## config.mk

```make
export PLATFORM = sky130hd
export DESIGN_NAME = adc_capture
export DESIGN_NICKNAME = d
export VERILOG_FILES = /design/src/rtl/dds_pkg.sv /design/src/rtl/adc_clk_gen.sv /design/src/rtl/adc_capture.sv
export SDC_FILE = /design/constraint.sdc
export NUM_CORES = 1
export LEC_CHECK = 0
export BUFFER_PORTS_ARGS = -buffer_cell sky130_fd_sc_hd__buf_2
export CAP_MARGIN = 20
export CORE_UTILIZATION = 53
export DETAILED_ROUTE_END_ITERATION = 10
export GPL_ROUTABILITY_DRIVEN = 1
export PLACE_DENSITY_LB_ADDON = 0.08
export SYNTH_ARGS = -nofsm -noshare
export SYNTH_HDL_FRONTEND = slang
export SYNTH_SLANG_ARGS = --single-unit
export TNS_END_PERCENT = 20
```

## constraint.sdc

```tcl
create_clock -name clk -period 2.4 [get_ports clk]
set_input_delay 0.12 -clock clk [delete_from_list [all_inputs] [get_ports clk]]
set_output_delay 0.12 -clock clk [all_outputs]
set_load 0.05 [all_outputs]
```

## src/rtl/dds_pkg.sv

```systemverilog
// dds_pkg: shared ADC/DAC sample width and the capture FSM state encoding.
`default_nettype none

package dds_pkg;

  localparam int ADC_W = 8;

  typedef enum logic [1:0] {
    ST_IDLE  = 2'd0,
    ST_FLUSH = 2'd1,
    ST_RUN   = 2'd2
  } state_e;

endpackage

`default_nettype wire

```

## src/rtl/adc_clk_gen.sv

```systemverilog
// adc_clk_gen: divides clk down to the ADC conversion clock and marks the
// cycle on which adc_clk falls, where the bus is sampled.
`default_nettype none

module adc_clk_gen #(
  parameter int CLK_DIV = 4
) (
  input  logic clk,
  input  logic rst,
  input  logic run_i,
  output logic adc_clk_o,
  output logic strobe_o
);

  localparam int CW = (CLK_DIV > 2) ? $clog2(CLK_DIV) : 1;
  localparam logic [CW-1:0] C_HALF = CW'(CLK_DIV / 2);
  localparam logic [CW-1:0] C_LAST = CW'(CLK_DIV - 1);

  logic [CW-1:0] div_cnt_q, div_cnt_d;

  // Counter parks at zero while stopped so the first running cycle is t0.
  always_comb begin
    div_cnt_d = '0;
    if (run_i && (div_cnt_q != C_LAST)) begin
      div_cnt_d = div_cnt_q + CW'(1);
    end
  end

  always_ff @(posedge clk) begin
    if (rst) begin
      div_cnt_q <= '0;
    end else begin
      div_cnt_q <= div_cnt_d;
    end
  end

  assign adc_clk_o = run_i && (div_cnt_q < C_HALF);
  assign strobe_o  = run_i && (div_cnt_q == C_HALF);

endmodule

`default_nettype wire

```

## src/rtl/adc_capture.sv

```systemverilog
// adc_capture: runs an external pipelined ADC, flushes its latency, averages
// blocks of samples and hands each result to the AM or DDS consumer.
`default_nettype none

module adc_capture
  import dds_pkg::*;
#(
  parameter int CLK_DIV  = 4,
  parameter int ADC_LAT  = 3,
  parameter int DEC_LOG2 = 2
) (
  input  logic             clk,
  input  logic             rst,
  input  logic             en_i,
  input  logic             mode_i,
  output logic             adc_clk_o,
  input  logic [ADC_W-1:0] adc_data_i,
  output logic [ADC_W-1:0] am_data_o,
  output logic             am_valid_o,
  input  logic             am_ready_i,
  output logic [ADC_W-1:0] dds_data_o,
  output logic             dds_valid_o,
  input  logic             dds_ready_i,
  output logic             overrun_o,
  output logic             busy_o
);

  localparam int FW = (ADC_LAT > 0) ? $clog2(ADC_LAT + 1) : 1;
  localparam int SW = DEC_LOG2 + 1;
  localparam int AW = ADC_W + DEC_LOG2;
  localparam logic [FW-1:0] C_FLUSH_DONE = FW'(ADC_LAT);
  localparam logic [SW-1:0] C_SAMP_LAST  = SW'((1 << DEC_LOG2) - 1);

  state_e            state_q, state_d;
  logic [FW-1:0]     flush_q, flush_d;
  logic [SW-1:0]     samp_q, samp_d;
  logic [AW-1:0]     acc_q, acc_d;
  logic [AW-1:0]     sum_w;
  logic [ADC_W-1:0]  res_w;
  logic              res_wr_w;
  logic              run_w;
  logic              strobe_w;

  logic [ADC_W-1:0]  am_data_q, am_data_d, dds_data_q, dds_data_d;
  logic              am_valid_q, am_valid_d, dds_valid_q, dds_valid_d;
  logic              overrun_q, overrun_d;
  logic              wr_am_w, wr_dds_w;

  assign run_w = (state_q != ST_IDLE);

  adc_clk_gen #(
    .CLK_DIV (CLK_DIV)
  ) u_clk_gen (
    .clk       (clk),
    .rst       (rst),
    .run_i     (run_w),
    .adc_clk_o (adc_clk_o),
    .strobe_o  (strobe_w)
  );

  assign sum_w = acc_q + AW'(adc_data_i);
  assign res_w = sum_w[AW-1:DEC_LOG2];

  always_comb begin
    state_d  = state_q;
    flush_d  = flush_q;
    samp_d   = samp_q;
    acc_d    = acc_q;
    res_wr_w = 1'b0;
    case (state_q)
      ST_IDLE: begin
        if (en_i) state_d = ST_FLUSH;
      end
      ST_FLUSH: begin
        if (!en_i) begin
          state_d = ST_IDLE;
        end else if (flush_q == C_FLUSH_DONE) begin
          state_d = ST_RUN;
        end else if (strobe_w) begin
          flush_d = flush_q + FW'(1);
        end
      end
      ST_RUN: begin
        if (!en_i) begin
          state_d = ST_IDLE;
        end else if (strobe_w) begin
          // The last sample of a block goes straight into the result so the
          // next block starts accumulating on the very next strobe.
          if (samp_q == C_SAMP_LAST) begin
            res_wr_w = 1'b1;
            acc_d    = '0;
            samp_d   = '0;
          end else begin
            acc_d  = sum_w;
            samp_d = samp_q + SW'(1);
          end
        end
      end
      default: state_d = ST_IDLE;
    endcase
    if (state_d == ST_IDLE) begin
      flush_d = '0;
      samp_d  = '0;
      acc_d   = '0;
    end
  end

  assign wr_am_w  = res_wr_w && !mode_i;
  assign wr_dds_w = res_wr_w &&  mode_i;

  always_comb begin
    am_data_d   = am_data_q;
    am_valid_d  = am_valid_q;
    dds_data_d  = dds_data_q;
    dds_valid_d = dds_valid_q;
    overrun_d   = overrun_q;
    if (wr_am_w && (!am_valid_q || am_ready_i)) begin
      am_data_d  = res_w;
      am_valid_d = 1'b1;
    end else if (am_valid_q && am_ready_i) begin
      am_valid_d = 1'b0;
    end
    if (wr_dds_w && (!dds_valid_q || dds_ready_i)) begin
      dds_data_d  = res_w;
      dds_valid_d = 1'b1;
    end else if (dds_valid_q && dds_ready_i) begin
      dds_valid_d = 1'b0;
    end
    if ((wr_am_w && am_valid_q && !am_ready_i) ||
        (wr_dds_w && dds_valid_q && !dds_ready_i)) begin
      overrun_d = 1'b1;
    end
  end

  always_ff @(posedge clk) begin
    if (rst) begin
      state_q     <= ST_IDLE;
      flush_q     <= '0;
      samp_q      <= '0;
      acc_q       <= '0;
      am_data_q   <= '0;
      am_valid_q  <= 1'b0;
      dds_data_q  <= '0;
      dds_valid_q <= 1'b0;
      overrun_q   <= 1'b0;
    end else begin
      state_q     <= state_d;
      flush_q     <= flush_d;
      samp_q      <= samp_d;
      acc_q       <= acc_d;
      am_data_q   <= am_data_d;
      am_valid_q  <= am_valid_d;
      dds_data_q  <= dds_data_d;
      dds_valid_q <= dds_valid_d;
      overrun_q   <= overrun_d;
    end
  end

  assign am_data_o   = am_data_q;
  assign am_valid_o  = am_valid_q;
  assign dds_data_o  = dds_data_q;
  assign dds_valid_o = dds_valid_q;
  assign overrun_o   = overrun_q;
  assign busy_o      = run_w;

endmodule

`default_nettype wire
```

# ---- Word level (Yosys, flattened, before mapping)
# Cells that the tools add are included.
dict set report word_totals {
  ff_bits 38
  latch_bits 0
  ramBits 0
  romBits 0
  out_inout_bits 21
  word_cells 68
  memories 0
}
dict set report classes {
  addsub 4
  n_mul 0
  n_div 0
  order_cmp 1
  eq_ne 6
  n_shift 0
  mux 15
  bitwise_logic 2
  reduce_logical 30
}
# cell n
set ops {}
lappend ops {{logical AND 1 bit} 13}
lappend ops {{adder 10 x 8 -> 10 bit} 1}
lappend ops {{2-to-1 mux 10 bit} 1}
lappend ops {{2-to-1 mux 1 bit} 8}
lappend ops {{2-to-1 mux 2 bit} 4}
lappend ops {{== test 2 bit, second input constant} 3}
lappend ops {{one-hot mux 2 bit (3 select lines)} 1}
lappend ops {{nonzero test 2 bit} 3}
lappend ops {{zero test 1 bit} 5}
lappend ops {{adder 2 x 1 -> 2 bit, second input constant} 2}
lappend ops {{zero test 2 bit} 2}
lappend ops {{AND reduction 4 bit} 1}
lappend ops {{OR reduction 2 bit} 2}
lappend ops {{adder 3 x 1 -> 3 bit, second input constant} 1}
lappend ops {{== test 3 x 2 -> 1 bit, second input constant} 1}
lappend ops {{logical OR 1 bit} 3}
lappend ops {{2-to-1 mux 3 bit} 1}
lappend ops {{AND reduction 3 bit} 1}
lappend ops {{== test 2 x 1 -> 1 bit, second input constant} 1}
lappend ops {{less-than comparator 2 bit, second input constant} 1}
lappend ops {{inequality test 2 bit, second input constant} 1}
lappend ops {{NOT 1 bit} 2}

# ---- Logic depth before layout (Yosys ltp)
dict set report depth {
  word_depth 9
  mapped_depth 8
  ltp_nobuf 7
}

# ---- Modules after synthesis
# From an unflattened synthesis, not the netlist that was laid out.
dict set report unflattened {
  hier_cells 218
  area_unflattened_um2 1883.1
}
# module n_inst cells_per_inst area_each_um2
set by_module_without_submodules {}
lappend by_module_without_submodules {adc_capture 1 209 1784.2}
lappend by_module_without_submodules {adc_clk_gen 1 9 98.8}

# ---- Worst setup path after synthesis
# OpenSTA, ideal clock, no wires.
dict set report synth_path {
  path_kind {register to register}
  start {register acc_q[0]}
  end {register acc_q[8]}
  setup_time_ns 0.074
  arrival_time_ns 1.878
  required_time_ns 2.326
  path_slack_ns 0.448
  stages_incl_launch_ff 8
  n_path_buf 0
  cell_sequence {dfxtp_1 ha_1 fa_1 a211oi_1 o21ai_1 a21oi_1 nand3_1 a31oi_1}
}
dict set report synth_via {
  elab_chain_cells 2
}
# item line
set synth_rtl {}
lappend synth_rtl {{from (decl)} adc_capture.sv:37} ;# logic [AW-1:0] acc_q, acc_d;
lappend synth_rtl {{from (signal assigned)} adc_capture.sv:140} ;# acc_q <= '0;
lappend synth_rtl {{from (signal assigned)} adc_capture.sv:150} ;# acc_q <= acc_d;
lappend synth_rtl {{adder 10 x 8 -> 10 bit} adc_capture.sv:61} ;# assign sum_w = acc_q + AW'(adc_data_i);
lappend synth_rtl {{2-to-1 mux 10 bit} adc_capture.sv:89} ;# if (samp_q == C_SAMP_LAST) begin
# Every way passes these cells.
# A chain may end at the register's enable or synchronous reset.

# ---- Final worst setup path
# Ends and elaborated chain as after synthesis.

==> flow_summary.json <==
{
  "outcome": "complete, no violations",
  "drt-wirelength-per-cell_um": 13.3,
  "hold_path.class": "in2reg",
  "finish.instance_area_mm2": 0.00228,
  "hold_violations": 0,
  "totalPowerFinal_mw": 1.23,
  "drt_wl_total_um": 4050,
  "postSynthAreaPerCell_um2": 8.78,
  "grt_max_degree": 28,
  "hold_slack_ps": 168,
  "synth_compound_area_share_pct": 17.9,
  "synth_top_area_share_pct": 38.4,
  "drc_errors": 0,
  "setup_viol": 0,
  "cp_data_required_time_ps": 2610,
  "tns_ps": 0,
  "syn-num-nets": 253,
  "finalClockSkew_ps": 4.08,
  "layout_worst_path_cycle_share_pct": 87.9,
  "slew_violations": 0,
  "dp_hpwl_um": 2930,
  "placement.io_buffers": 34,
  "seq_area_frac_synth_pct": 38.4,
  "cts_resized": 0,
  "worstSetupPathType": "reg2reg",
  "cts_tree": "yes",
  "core_area_mm2": 0.00347,
  "yosys.area_share.simple_pct": 26.8,
  "arrival_ps": 2320,
  "drt_first_pass_iters": 4,
  "cts_setup_buffers": 0,
  "synth_top_family_by_area": "simple AND/OR/NAND/NOR gates",
  "ys.warnings.count": 0,
  "synth_largest_area_cell": "dfxtp_1",
  "netlist_area_mm2": 0.00198,
  "slew_headroom_pct": 63.3,
  "clk_pin_slew_ps": 70,
  "layout_min_cycle_time_ps": 2110,
  "fin_util_pct": 65.7,
  "cts.sinks": 38,
  "crit_fanout": 6,
  "area_delta_synth_final_pct": 15.0,
  "fp-row-count": 21,
  "muxShareOfSynthArea_pct": 2.08,
  "p_per_area_mw_per_mm2": 540,
  "drive_gt1_share_pct": 19.8,
  "num_vias": 1706,
  "ant_nets": 0,
  "initial_core_util_pct": 57.2,
  "antenna_found_initial": 0,
  "first_global_vias": 1521,
  "viasPerCell": 5.61,
  "grt_usage_pct": 22.6,
  "die_x_um": 63.2,
  "synth_cell_types": 46,
  "rsz0062_at_grt": "false",
  "grt_overflow_total": 0,
  "antenna_cells": 0,
  "ir_drop_v": 0.000412,
  "drt_iter0_markers": 110,
  "synthTopCellsByArea": "dfxtp_1, ha_1, a21oi_1, nand2_1, nor2_1",
  "grt_first_pass_wirelength_um": 7010,
  "cts_root_buffer": "clkbuf_8",
  "synth_fa_ha_area_share_pct": 8.58,
  "io_pins": 35,
  "startpoint_type": "flip-flop",
  "hold_buffers": 0,
  "power_leakage_nw": 0.996,
  "worstMarginPinSlew_ps": 546,
  "h-tree-depth": 2,
  "clk_path_buf_depth": 2,
  "max_freq_mhz": 474,
  "clock_latency_ps": 280,
  "netlist_instances": 226,
  "numCtsBuffers": 5,
  "die_area_mm2": 0.00399,
  "maxCapViolations": 0,
  "place.gp.congestion": 0.823,
  "end_kind": "flip-flop",
  "synth-seq-cells": 38,
  "die_y_um": 63.2,
  "postPlaceCellArea_mm2": 0.00217,
  "synthXorXnorAreaFrac_pct": 2.65,
  "layout.nets": 284
}
## area by class of cell
| type | instances | area (um^2) |
|---|---|---|
| clock inverter | 3 | 40.0 |
| timing repair buffer | 34 | 170 |
| fill | 309 | 1190 |
| multi-input combinational | 170 | 1150 |
| clock buffer | 5 | 68.8 |
| inverter | 8 | 30.0 |
| sequential | 38 | 761 |
| tap | 46 | 57.6 |
## power breakdown
| group | switching [mW] | internal [mW] | total, mW |
|---|---|---|---|
| logic | 0.0481 | 0.0260 | 0.0741 |
| registers | 0.00227 | 0.632 | 0.634 |
| clock network | 0.216 | 0.306 | 0.522 |
| total | 0.267 | 0.964 | 1.23 |
## cells in the final DEF (no fill, tap or decap), types with 2 or more instances in the layout
cell type,instances
or3_1,2
ha_1,12
nand3b_1,4
a22oi_1,6
inv_1,8
nor4_1,2
a31oi_1,4
xnor2_1,4
nor3b_1,2
o221ai_1,2
clkinv_2,2
nand2b_1,5
nand3_1,8
xor2_1,2
nand3_4,2
nand4b_1,3
a21oi_1,21
mux2i_1,3
buf_2,34
or4_1,3
o2111ai_1,3
nor2_1,23
clkbuf_8,5
o31ai_1,2
nand2_1,26
o21ai_0,4
a211oi_1,6
dfxtp_1,38
a21o_1,3
## Yosys cell counts, drive strengths merged
cell type  number
dfxtp          38
nand2          26
nor2           24
a21oi          22
ha             12
nand3          10
inv             8
clkbuf          7
a211oi          6
a22oi           6
o21ai           6
nand2b          5
a31oi           4
nand3b          4
nand4b          4
xnor2           4
a21o            3
buf             3
mux2i           3
nor4            3
o2111ai         3
or4             3
nor3b           2
o221ai          2
o31ai           2
or3             2
xor2            2
and2            1
and3            1
and4b           1
fa              1
mux2            1
nand4           1
nor2b           1
nor3            1
o21a            1
o22ai           1
or2             1
or4b            1
## stage by stage
| step | instances | worst slack, ps |
|---|---|---|
| 6_report | 304 | 290 |
| 5_1_grt | 304 | 90.0 |
| 4_1_cts | 304 | 230 |
| 3_5_place_dp | 296 | 244 |
| 3_3_place_gp | 296 | 281 |
| 2_1_floorplan | 226 | 448 |
## routing by layer
| metal | GRT usage, % | vias to the layer above | wire [um] | share of wire [%] |
|---|---|---|---|---|
| met5 | 0 | - | 0 | 0 |
| met4 | 7.67 | 0 | 55 | 1.4 |
| met3 | 5.43 | 5 | 167 | 4.1 |
| met2 | 34.9 | 40 | 1830 | 45 |
| met1 | 30.6 | 782 | 1990 | 49 |
| li1 | - | 879 | - | - |
## worst paths after layout
path / startpoint / to / cells after the start / slack, ps
max: acc_q[0] / acc_q[8] / 7 / 290
min: mode_i / dds_valid_o / 3 / 170
max reg2reg: acc_q[0] / acc_q[8] / 7 / 290
min reg2reg: samp_q[2] / samp_q[2] / 2 / 430
## state kept, by name, summed over array words and instances, names as in the netlist
register	flops
u_clk_gen.div_cnt_q	2
overrun_o	1
samp_q	3
am_valid_o	1
acc_q	10
am_data_o	8
flush_q	2
state_q	2
dds_data_o	8
dds_valid_o	1
## worst max-delay path, stage by stage, from the launching register on
cell and delay [ps]:
dfxtp_1 320, ha_1 210, fa_1 420, a211oi_1 400
o21ai_1 140, a21oi_2 260, nand3_1 110, a31oi_1 170
## kinds of logic after synthesis
logic type | count (synthesis)
mux | 4
buf+inv | 18
xor+xnor | 6
flops | 38
compound gates | 56
simple gates | 91
fa+ha+maj | 13
No activity file was read; power rests on OpenSTA's default activity.
